<file path="config.mk">
export PLATFORM = sky130hd
export DESIGN_NAME = serial_rx_fifo
export DESIGN_NICKNAME = d
export VERILOG_FILES = /design/src/rtl/serial_rx_fifo.sv
export SDC_FILE = /design/constraint.sdc
export NUM_CORES = 1
export LEC_CHECK = 0
export ABC_AREA = 1
export BUFFER_PORTS_ARGS = -buffer_cell sky130_fd_sc_hd__buf_2
export CAP_MARGIN = 20
export CORE_ASPECT_RATIO = 0.9
export CORE_MARGIN = 3
export CORE_UTILIZATION = 45
export DETAILED_ROUTE_END_ITERATION = 8
export GPL_TIMING_DRIVEN = 0
export PLACE_DENSITY = 0.65
export SYNTH_ARGS = -nofsm -noshare
export SYNTH_HDL_FRONTEND = slang
export SYNTH_SLANG_ARGS = --single-unit
</file>
<file path="constraint.sdc">
create_clock -name CLK_WR -period 5.29 [get_ports CLK_WR]
set_input_delay 0.7935 -clock CLK_WR [delete_from_list [all_inputs] [get_ports CLK_WR]]
set_output_delay 0.7935 -clock CLK_WR [all_outputs]
set_load 0.005 [all_outputs]
</file>
<file path="src/rtl/serial_rx_fifo.sv">
// 8N1 serial receiver with 16x oversampling feeding a first-word-fall-through byte FIFO.
// Sticky frame-error and overrun flags; synchronous active-low reset.
module serial_rx_fifo #(
  parameter int unsigned DEPTH   = 5,
  parameter int unsigned CLK_DIV = 27
) (
  input  logic             CLK_WR,
  input  logic             RST,
  input  logic             RX,
  input  logic             RD_EN,
  input  logic             CLR_ERR,
  output logic [7:0]       DATA,
  output logic             EMPTY,
  output logic             FULL,
  output logic [DEPTH:0]   COUNT,
  output logic             FERR,
  output logic             OVERRUN
);

  localparam int unsigned N    = 2 ** DEPTH;
  localparam int unsigned DivW = (CLK_DIV > 1) ? $clog2(CLK_DIV) : 1;
  localparam logic [DivW-1:0]  DivMax    = DivW'(CLK_DIV - 1);
  localparam logic [DEPTH:0]   CountFull = (DEPTH + 1)'(N);

  typedef enum logic [1:0] {StIdle, StStart, StData, StStop} state_e;

  state_e            state_q, state_d;
  logic [3:0]        os_q, os_d;
  logic [2:0]        bit_q, bit_d;
  logic [7:0]        shift_q, shift_d;
  logic              rx_meta_q, rxs_q, rx_last_q;
  logic [DivW-1:0]   div_q;
  logic              tick;
  logic              push, frame_err;

  logic [7:0]        mem [N];
  logic [DEPTH-1:0]  wr_ptr_q, rd_ptr_q;
  logic [DEPTH:0]    count_q, count_d;
  logic              ferr_q, overrun_q;
  logic              pop, push_ok, overrun_set;

  assign tick = (div_q == DivMax);

  // Synchronizer, divider and previous-tick line sample
  always_ff @(posedge CLK_WR) begin
    if (!RST) begin
      rx_meta_q <= 1'b1;
      rxs_q     <= 1'b1;
      rx_last_q <= 1'b1;
      div_q     <= '0;
    end else begin
      rx_meta_q <= RX;
      rxs_q     <= rx_meta_q;
      div_q     <= tick ? '0 : div_q + 1'b1;
      if (tick) rx_last_q <= rxs_q;
    end
  end

  // FSM state register
  always_ff @(posedge CLK_WR) begin
    if (!RST) begin
      state_q <= StIdle;
      os_q    <= '0;
      bit_q   <= '0;
      shift_q <= '0;
    end else begin
      state_q <= state_d;
      os_q    <= os_d;
      bit_q   <= bit_d;
      shift_q <= shift_d;
    end
  end

  // FSM next state
  always_comb begin
    state_d = state_q;
    os_d    = os_q;
    bit_d   = bit_q;
    shift_d = shift_q;
    if (tick) begin
      unique case (state_q)
        StIdle: begin
          // Falling edge only: a held-low line never retriggers
          if (!rxs_q && rx_last_q) begin
            state_d = StStart;
            os_d    = '0;
          end
        end
        StStart: begin
          if (os_q == 4'd7) begin
            os_d    = '0;
            bit_d   = '0;
            state_d = rxs_q ? StIdle : StData;
          end else begin
            os_d = os_q + 4'd1;
          end
        end
        StData: begin
          if (os_q == 4'd15) begin
            shift_d = {rxs_q, shift_q[7:1]};
            os_d    = '0;
            if (bit_q == 3'd7) state_d = StStop;
            else               bit_d   = bit_q + 3'd1;
          end else begin
            os_d = os_q + 4'd1;
          end
        end
        StStop: begin
          if (os_q == 4'd15) begin
            os_d    = '0;
            state_d = StIdle;
          end else begin
            os_d = os_q + 4'd1;
          end
        end
        default: state_d = StIdle;
      endcase
    end
  end

  // FSM outputs
  always_comb begin
    push      = 1'b0;
    frame_err = 1'b0;
    if (tick && (state_q == StStop) && (os_q == 4'd15)) begin
      push      = rxs_q;
      frame_err = ~rxs_q;
    end
  end

  assign pop         = RD_EN && (count_q != '0);
  assign push_ok     = push && ((count_q != CountFull) || pop);
  assign overrun_set = push && !push_ok;

  always_comb begin
    count_d = count_q;
    case ({push_ok, pop})
      2'b10:   count_d = count_q + 1'b1;
      2'b01:   count_d = count_q - 1'b1;
      default: count_d = count_q;
    endcase
  end

  always_ff @(posedge CLK_WR) begin
    if (!RST) begin
      wr_ptr_q  <= '0;
      rd_ptr_q  <= '0;
      count_q   <= '0;
      ferr_q    <= 1'b0;
      overrun_q <= 1'b0;
    end else begin
      if (push_ok) wr_ptr_q <= wr_ptr_q + 1'b1;
      if (pop)     rd_ptr_q <= rd_ptr_q + 1'b1;
      count_q <= count_d;
      // Set has priority over clear
      if (frame_err)    ferr_q <= 1'b1;
      else if (CLR_ERR) ferr_q <= 1'b0;
      if (overrun_set)  overrun_q <= 1'b1;
      else if (CLR_ERR) overrun_q <= 1'b0;
    end
  end

  always_ff @(posedge CLK_WR) begin
    if (push_ok) mem[wr_ptr_q] <= shift_q;
  end

  assign DATA    = mem[rd_ptr_q];
  assign EMPTY   = (count_q == '0);
  assign FULL    = (count_q == CountFull);
  assign COUNT   = count_q;
  assign FERR    = ferr_q;
  assign OVERRUN = overrun_q;

endmodule

</file>
==> results of run 1 <==
[worst paths after layout]
path / to / slack [ns] / cells past startpoint
worst max-delay path: DATA[6] / 1.81 / 10
worst min-delay path: rxs_q / 0.42 / 1
worst max register to register: mem[4][2] / 2.60 / 7
worst min register to register: rxs_q / 0.42 / 1
[sequential cells by signal, indices dropped and copies added, names as in the netlist, named ones only]
name       count
FERR           1
div_q          5
rx_last_q      1
state_q        1
rx_meta_q      1
OVERRUN        1
rxs_q          1
rd_ptr_q       5
COUNT          6
wr_ptr_q       5
os_q           4
shift_q        8
mem          256
bit_q          3
[cell type report]
type                            instances  area share (%)
Clock buffer                           42            5.78
Tap cell                              354            3.06
Timing Repair Buffer                   30            1.90
Buffer                                 57            1.88
Multi-Input combinational cell        758            25.2
Clock inverter                         15            1.03
Sequential cell                       304            59.8
Inverter                               52            1.36
[through the flow]
step / worst slack, ns / utilization [%] / std cells / hold WS, ns
2_1_floorplan: 2.99 / - / 1171 / 0.393
3_3_place_gp: 2.44 / 48.5 / 1547 / 0.408
3_5_place_dp: 2.54 / 49.1 / 1555 / 0.402
4_1_cts: 1.94 / 52.7 / 1612 / 0.412
5_1_grt: 1.70 / 52.7 / 1612 / 0.423
6_report: 1.81 / 52.7 / 1612 / 0.416
[routing by layer]
metal  vias up  part of all wire (%)
li1       4182                     -
met1      4179                    43
met2       382                    45
met3        59                   9.8
met4         0                   2.7
met5         -                     0
[synthesized netlist by cell type, drive strengths merged]
cell / count / area [sq um]
o31ai: 32 / 240
xor2: 3 / 26.3
nor2: 135 / 582
clkinv: 1 / 5.00
edfxtp: 256 / 7690
ha: 14 / 175
inv: 51 / 191
or2: 3 / 18.8
dfxtp: 48 / 961
nand4: 2 / 27.5
a22oi: 1 / 7.51
fa: 1 / 20.0
nand2: 311 / 1200
clkbuf: 18 / 67.6
a21oi: 95 / 479
buf: 39 / 204
nor3: 9 / 66.3
a211oi: 2 / 20.0
o21ai: 62 / 318
xnor2: 3 / 26.3
nand3: 85 / 443
[cell families after synthesis]
kind of cell / after synthesis / share of synthesized area (%)
buf+inv: 109 / 3.67
simple gates: 545 / 18.3
xor+xnor: 6 / 0.412
flops: 304 / 67.8
fa+ha+maj: 15 / 1.53
compound gates: 192 / 8.34
[report_power, final]
group | internal [uW] | leakage [uW] | total, uW | switching [uW]
clock network | 1250 | 0.000488 | 2130 | 883
logic | 5.50 | 0.00242 | 16.0 | 10.5
registers | 2560 | 0.00215 | 2560 | 2.21
total | 3810 | 0.00506 | 4710 | 896
[cell usage in the layout, fill, tap and decap left out, types with 27 or more instances in the layout]
master	netlist	layout
a21oi_1	94	94
buf_2	31	54
clkbuf_1	18	27
clkbuf_16	0	31
dfxtp_1	48	46
edfxtp_1	256	256
inv_1	43	43
nand2_1	299	299
nand3_1	83	83
nor2_1	126	126
o21ai_0	56	56
o31ai_1	32	32
[critical path: stages, from the launching register on]
cell,delay [ns]
dfxtp_1,0.42
inv_1,0.07
buf_2,0.20
buf_2,0.24
nor2_1,0.11
nor2_1,0.06
o31ai_1,0.58
nand2_1,0.13
nand2_1,0.08
nand2_1,0.09
buf_2,0.14
==> flow_summary.json, run 1 <==
{
  "fill_cells": 2345,
  "final_area_sq_um": 14500,
  "row_count": 57,
  "synthToLayoutAreaGrowth_pct": 13.4,
  "cts_tree": "yes",
  "period_minus_slack_ns": 3.48,
  "seq_area_sq_um": 8650,
  "setup_violations": 0,
  "synthCells": 1171,
  "nNetsFinal": 1254,
  "leakage_uw": 0.00506,
  "route.detailed.drc": 0,
  "drive_above_1_share_pct": 12.3,
  "root_buffer": "clkbuf_16",
  "cts_setup_buffers": 0,
  "syn-num-nets": 1191,
  "cts_max_path_buffers": 3,
  "post-dp-hpwl_um": 22100,
  "insertion_delay_ns": 0.56,
  "rsz0062_at_grt": "false",
  "hold_viol": 0,
  "grt_pass1_wl_um": 48200,
  "antenna_found_initial": 0,
  "cap_violations": 0,
  "drt_iter0_markers": 878,
  "vias": 8802,
  "skew_ns": 0.0155,
  "ios": 23,
  "grt.overflow.total": 0,
  "status": "completed",
  "critical_path_arrival_ns": 2.69,
  "ys_seq_area_share_pct": 67.8,
  "start_kind": "register",
  "grt_use_met2_pct": 31.3,
  "finalCritPeriodShare_pct": 65.8,
  "die_y_um": 166,
  "start_util_pct": 46.5,
  "grt_util_met1_pct": 30.1,
  "multiInputGateArea_sq_um": 3650,
  "drt-wirelength-per-cell_um": 19.7,
  "ys_types": 37,
  "crit_path_end_kind": "primary output",
  "drtAntennaViolNets": 0,
  "die_w_um": 184,
  "critical_path_class": "reg2out",
  "synth_area_sq_um": 12800,
  "power.density_nw_per_um2": 326,
  "cp_max_fo": 10,
  "num_antenna_cells": 0,
  "htree_levels": 1,
  "die_area_sq_um": 30400,
  "slew_headroom_pct": 32.4,
  "worst_pin_slew_ns": 1.01,
  "hold_buffers": 0,
  "p_total_uw": 4710,
  "gp_congestion": 0.937,
  "crit_required_ns": 4.50,
  "viasPerCell": 5.46,
  "grt_pass1_vias": 8377,
  "yosys_warnings": 0,
  "ys_seq_elements": 304,
  "setup_tns_ns": 0,
  "timing.rr.start": "os_q[0]",
  "slew_viol_final": 0,
  "peakVddDrop_mv": 0.274,
  "drt_first_pass_iters": 7,
  "min_path_type": "reg2reg",
  "core_sq_um": 27500,
  "dpl_cell_area_sq_um": 13500,
  "finalWirelength_um": 31800,
  "track_usage_pct": 20.7,
  "grt_max_degree": 35,
  "busiest_layer": "met2",
  "path_clk_slew_ns": 0.06,
  "hold_start": "rx_meta_q",
  "use_met3_pct": 4.82,
  "cts_buffers": 31,
  "cts.sinks": 304,
  "cts.repair.resized": 0,
  "io_buffers": 22,
  "avgSynthCellArea_sq_um": 10.9,
  "timing.fmax_mhz": 287
}
No activity file was read; power rests on OpenSTA's default activity.
==> run 2: changes to the inputs <==
Settings changed: ABC_AREA 1 to 0.
Clock period 5.29 ns to 3.6 ns, I/O delays scaled along.
==> run 2 against run 1 <==
  * Critical path depth decreased by 4
  * Sequential power is 49% higher
  * Synthesized cell count is 43% lower
  * Synthesized area is 4.5% lower
  * Clock power up 27%
  * Cell count is 32% lower
  * Via count shrank 31%
  * Highest routed layer unchanged
  * Register-to-register slack worse by 2.2 ns
  * Die area shrank 4.4%
  * Count of clock-buffer cells in the layout down 5
  * Non-clock buffer count decreased by 28
==> flow_summary.json, run 2 <==
{
  "status": "completed",
  "post-synth-top-count-cell": "edfxtp_1",
  "hold_path_end": "rx_meta_q",
  "synth.area.top_cells": "edfxtp_1, mux4_2, dfxtp_1",
  "setup_tns_ns": 0,
  "synthArstFlopShare_pct": 0,
  "avgSynthCellArea_sq_um": 18.4,
  "cts_max_path_buffers": 3,
  "dp_slack_ns": 0.0766,
  "grt_util_met1_pct": 24.2,
  "die_w_um": 179,
  "grt_pass1_wl_um": 37200,
  "start_kind": "register",
  "p_total_uw": 7590,
  "drive_above_1_share_pct": 25.3,
  "seq_area_sq_um": 8650,
  "cp_max_fo": 10,
  "period_minus_slack_ns": 3.50,
  "largest_register_ffs": 256,
  "row_count": 56,
  "antenna_found_initial": 0,
  "insertion_delay_ns": 0.55,
  "drt-wirelength-per-cell_um": 22.2,
  "grt_max_degree": 35,
  "use_met3_pct": 3.72,
  "mostFrequentLayoutCell": "edfxtp_1",
  "timing.rr.start": "COUNT[0]",
  "root_buffer": "clkbuf_16",
  "die_area_sq_um": 29100,
  "r2r_slack_ns": 0.44,
  "cts_buffers": 29,
  "leakage_uw": 0.00443,
  "yosys-top-cells-count": "edfxtp_1, mux4_2, nor2_1",
  "slew_viol_final": 0,
  "die_y_um": 162,
  "grt_use_met2_pct": 25.9,
  "gp_congestion": 0.822,
  "grt.overflow.total": 0,
  "rsz0062_at_grt": "true",
  "io_buffers": 21,
  "synth_flop_cell": "edfxtp_1",
  "critical_path_arrival_ns": 2.96,
  "drt_first_pass_iters": 5,
  "worst_pin_slew_ns": 0.875,
  "finalCritPeriodShare_pct": 97.2,
  "cts_tree": "yes",
  "synth_top_area_share_pct": 63.1,
  "synth_area_sq_um": 12200,
  "worstHoldPathCells": 2,
  "synthToLayoutAreaGrowth_pct": 12.6,
  "ys_seq_area_share_pct": 71.0,
  "nNetsFinal": 740,
  "fill_cells": 2171,
  "syn-num-nets": 682,
  "post-dp-hpwl_um": 16100,
  "finalWirelength_um": 24200,
  "hold_start": "RX",
  "power.density_nw_per_um2": 553,
  "cap_violations": 0,
  "min_path_type": "in2reg",
  "htree_levels": 1,
  "synth.largest_area_cell": "edfxtp_1",
  "core_sq_um": 26300,
  "peakVddDrop_mv": 0.353,
  "busiest_layer": "met2",
  "setup_slack_ns": 0.0998,
  "critical_path_class": "reg2out",
  "hold_viol": 0,
  "vias": 6115,
  "ys_types": 57,
  "skew_ns": 0.0139,
  "grt_pass1_vias": 6190,
  "cts.sinks": 304,
  "largest_register": "mem",
  "timing.fmax_mhz": 286,
  "multiInputGateArea_sq_um": 3340,
  "ios": 23,
  "final_cell_mix": "edfxtp_1, mux4_2, nor2_1, dfxtp_1, buf_2",
  "drtAntennaViolNets": 0,
  "slew_headroom_pct": 41.4,
  "viasPerCell": 5.61,
  "crit_required_ns": 3.06,
  "route.detailed.drc": 0,
  "synth_edf_count": 256,
  "setup_violations": 0,
  "crit_path_end_kind": "primary output",
  "synthCells": 662,
  "ys_seq_elements": 304,
  "rr_worst_depth": 11,
  "rr_endpoint": "COUNT[5]",
  "track_usage_pct": 16.6,
  "yosys_warnings": 0,
  "num_antenna_cells": 0,
  "drt_iter0_markers": 539,
  "path_clk_slew_ns": 0.06,
  "start_util_pct": 46.3
}
run 2: cell types whose count changed in the layout (fill, tap and decap cells not counted), sizes merged, moves of 10 or more:
cell	delta
buf	-23
mux4	+80
a21oi	-85
inv	-39
clkbuf	-10
mux2i	+17
o21ai	-56
nand2	-284
nand3	-77
o31ai	-32
nor2	-62
run 2: worst max-delay path by stage:
stage / end / slack, ns / cells after the start
after floorplan: COUNT[5] / 0.70 / 11
after global placement: DATA[1] / 0.12 / 6
after detailed placement: DATA[1] / 0.08 / 6
after CTS: DATA[2] / -0.009 / 6
final: DATA[1] / 0.1 / 6
after global routing: DATA[5] / -0.003 / 6
run 2: logic make-up (layout without fill, tap and decap cells):
kind of cell	Yosys count	in the layout	synth area share [%]
DFF	304	304	71.0
and+or+nand+nor	151	151	6.26
muxes	105	105	16.9
buffers and inverters	43	123	1.65
AOI/OAI and AO/OA	33	33	1.82
adders and majority gates	15	15	1.60
xor gates and xnor gates	11	11	0.790
run 2: through the flow:
step           cells  util (%)  hold WS [ns]  cell area (sq um)
4_1_cts         1084      51.6         0.171              13600
6_report        1090      52.1         0.189              13700
2_1_floorplan    662         -         0.386              12200
5_1_grt         1090      52.1         0.203              13700
3_3_place_gp    1031      48.3         0.396              12700
3_5_place_dp    1032      48.4         0.413              12700
run 2: final cells by class:
cell class | count | share of cell area [%]
inverters | 11 | 0.337
repair buffers | 28 | 1.71
flip-flops and latches | 304 | 63.1
clock buffers | 37 | 5.51
plain buffers | 31 | 1.23
clock inverters | 16 | 0.648
well taps | 348 | 3.17
multi-input cells | 315 | 24.3
run 2: critical path, cell delays in order, from the launching register on:
cell and delay (ns):
dfxtp_1 0.31, clkbuf_4 0.27, buf_4 0.30, mux4_2 0.58
mux4_2 0.51, mux2_2 0.30, buf_2 0.13
run 2: layer usage:
layer  wire (um)  part of all wire [%]
met2       11400                    47
met5           0                     0
met3        1540                   6.4
met4         531                   2.2
met1       10700                    44
run 2: timing repair:
item | CTS | global route
setup endpoints to repair | 8 | 8
buffers inserted | 0 | 0
pin swaps | 0 | 0
hold buffers | 0 | 0
gates resized for setup | 7 | 3
gates cloned | 0 | 0
run 2: report_power, final:
part           switching (uW)  leakage (uW)  internal (uW)
clock network            1230      0.000414           1490
logic                     503       0.00125            560
registers                32.3       0.00276           3790
total                    1760       0.00443           5830
==> run 3: changes to the inputs <==
Settings changed: CORE_ASPECT_RATIO 0.9 to 1.25, TNS_END_PERCENT set to 1.
==> run 3 against run 2 <==
  * Routed wire length increased by 3.0%
  * Cell count down 0.46%
  * Clock skew is 0.0044 ns lower
  * Sequential power hardly changed
  * Cell area up 1.4%
  * Sequential cell count stayed put
  * Combinational power about the same
  * Sequential share of layout area decreased by 0.91 points
  * First-iteration DRC count shrank 9.8%
  * Critical path depth fell by 1
  * Die area about the same
  * Setup slack better by 0.025 ns
  * Highest routed layer unchanged
==> flow_summary.json, run 3 (synthesized netlist as in run 2, its figures left out) <==
{
  "row_count": 66,
  "root_buffer": "clkbuf_16",
  "status": "completed",
  "critPathTopFamily": "multiplexers",
  "min_path_type": "in2reg",
  "finalWirelength_um": 24900,
  "gp_congestion": 0.867,
  "grt_pass1_wl_um": 38400,
  "start_util_pct": 46.3,
  "track_usage_pct": 17.3,
  "path_cells": "buf_2, mux4_2, mux4_2, mux2_2, buf_2",
  "hold_buffers": 0,
  "crit_path_end_kind": "primary output",
  "grt_pass1_vias": 6485,
  "fin_cells": 1085,
  "post-dp-hpwl_um": 16500,
  "peakVddDrop_mv": 0.378,
  "io_buffers": 21,
  "core_sq_um": 26300,
  "start_kind": "register",
  "slowest_delay_ns": 0.63,
  "worst_pin_slew_ns": 0.865,
  "slowest_stage": "dfxtp_1",
  "htree_levels": 1,
  "antenna_found_initial": 0,
  "setup_tns_ns": 0,
  "vias": 6152,
  "grt.overflow.total": 0,
  "drt_first_pass_iters": 5,
  "critical_path_class": "reg2out",
  "dpl.cell_count": 1024,
  "power.density_nw_per_um2": 576,
  "cts_tree": "yes",
  "cap_violations": 0,
  "cp_max_fo": 10,
  "cts_max_path_buffers": 3,
  "largest_register": "mem",
  "grt_max_degree": 35,
  "slew_viol_final": 0,
  "cts.sinks": 304,
  "period_minus_slack_ns": 3.47,
  "viasPerCell": 5.67,
  "synthToLayoutAreaGrowth_pct": 14.2,
  "route.detailed.drc": 0,
  "die_y_um": 190,
  "finalCritPeriodShare_pct": 96.5,
  "leakage_uw": 0.00452,
  "drive_above_1_share_pct": 25.8,
  "critical_path_arrival_ns": 2.93,
  "num_antenna_cells": 0,
  "crit_required_ns": 3.06,
  "die_area_sq_um": 29100,
  "final_cell_mix": "edfxtp_1, mux4_2, nor2_1, dfxtp_1, clkbuf_16",
  "setup_violations": 0,
  "drtAntennaViolNets": 0,
  "drt_iter0_markers": 486,
  "cts_buffers": 30,
  "hold_viol": 0,
  "mostFrequentLayoutCell": "edfxtp_1",
  "ios": 23,
  "path_clk_slew_ns": 0.06,
  "largest_register_ffs": 256,
  "die_w_um": 153,
  "rsz0062_at_grt": "false",
  "path_buf_inv": 2,
  "nNetsFinal": 742,
  "fill_cells": 2055,
  "drt-wirelength-per-cell_um": 23.0,
  "insertion_delay_ns": 0.54,
  "timing.fmax_mhz": 288,
  "skew_ns": 0.00949,
  "slew_headroom_pct": 42.1
}
-- run 3: where the power goes --
group | leakage (uW) | internal (uW) | switching (uW) | total, uW
Combinational | 0.00127 | 565 | 511 | 1080
Sequential | 0.00276 | 3790 | 31.9 | 3820
Clock | 0.000491 | 1860 | 1260 | 3120
Total | 0.00452 | 6210 | 1800 | 8010
-- run 3: repair_timing --
item | CTS | global route
buffers inserted | 0 | 0
endpoints found under the hold margin | 0 | 0
gates resized for setup | 6 | 4
setup endpoints to repair | 8 | 7
-- run 3: metal layers --
| layer | share of wire (%) | vias to the layer above | track usage [%] |
|---|---|---|---|
| li1 | - | 2754 | - |
| met4 | 1.8 | 0 | 4.22 |
| met2 | 54 | 173 | 31.8 |
| met5 | 0 | - | 0 |
| met3 | 4.6 | 31 | 2.32 |
| met1 | 39 | 3194 | 21.8 |
-- run 3: final timing paths --
check,cells after the start,endpoint,slack [ns],from
max reg2reg,11,COUNT[5],0.41,COUNT[0]
max,5,DATA[2],0.13,register
min,2,rx_meta_q,0.19,RX
min reg2reg,1,rxs_q,0.43,rx_meta_q
-- run 3: final cells by class --
cell class	instances	area (sq um)	share of cell area, %
Inverter	11	46.3	0.333
Buffer	31	173	1.24
Clock buffer	36	795	5.71
Tap cell	340	425	3.06
Multi-Input combinational cell	315	3340	24.0
Sequential cell	304	8650	62.1
Clock inverter	19	204	1.47
Timing Repair Buffer	29	288	2.07
-- run 3: through the flow --
stage	instance area, sq um	setup slack [ns]	util [%]	total power, uW	hold slack [ns]
2_1_floorplan	12200	0.703	-	4680	0.386
3_3_place_gp	12700	0.238	48.3	4940	0.401
3_5_place_dp	12700	0.192	48.4	4970	0.419
4_1_cts	13700	0.0114	52.2	8080	0.170
5_1_grt	13900	0.0240	52.8	8280	0.207
6_report	13900	0.125	52.8	8010	0.185
-- run 3: worst register-to-register path: cells and delay by family (launching register included) --
family                   cells  cell delay (ns)
AO/OA/AOI/OAI                4             0.95
adder cells (fa/ha/maj)      1             0.30
buffers and inverters        2             0.20
flip-flops                   1             0.36
AND/OR/NAND/NOR              4             1.28
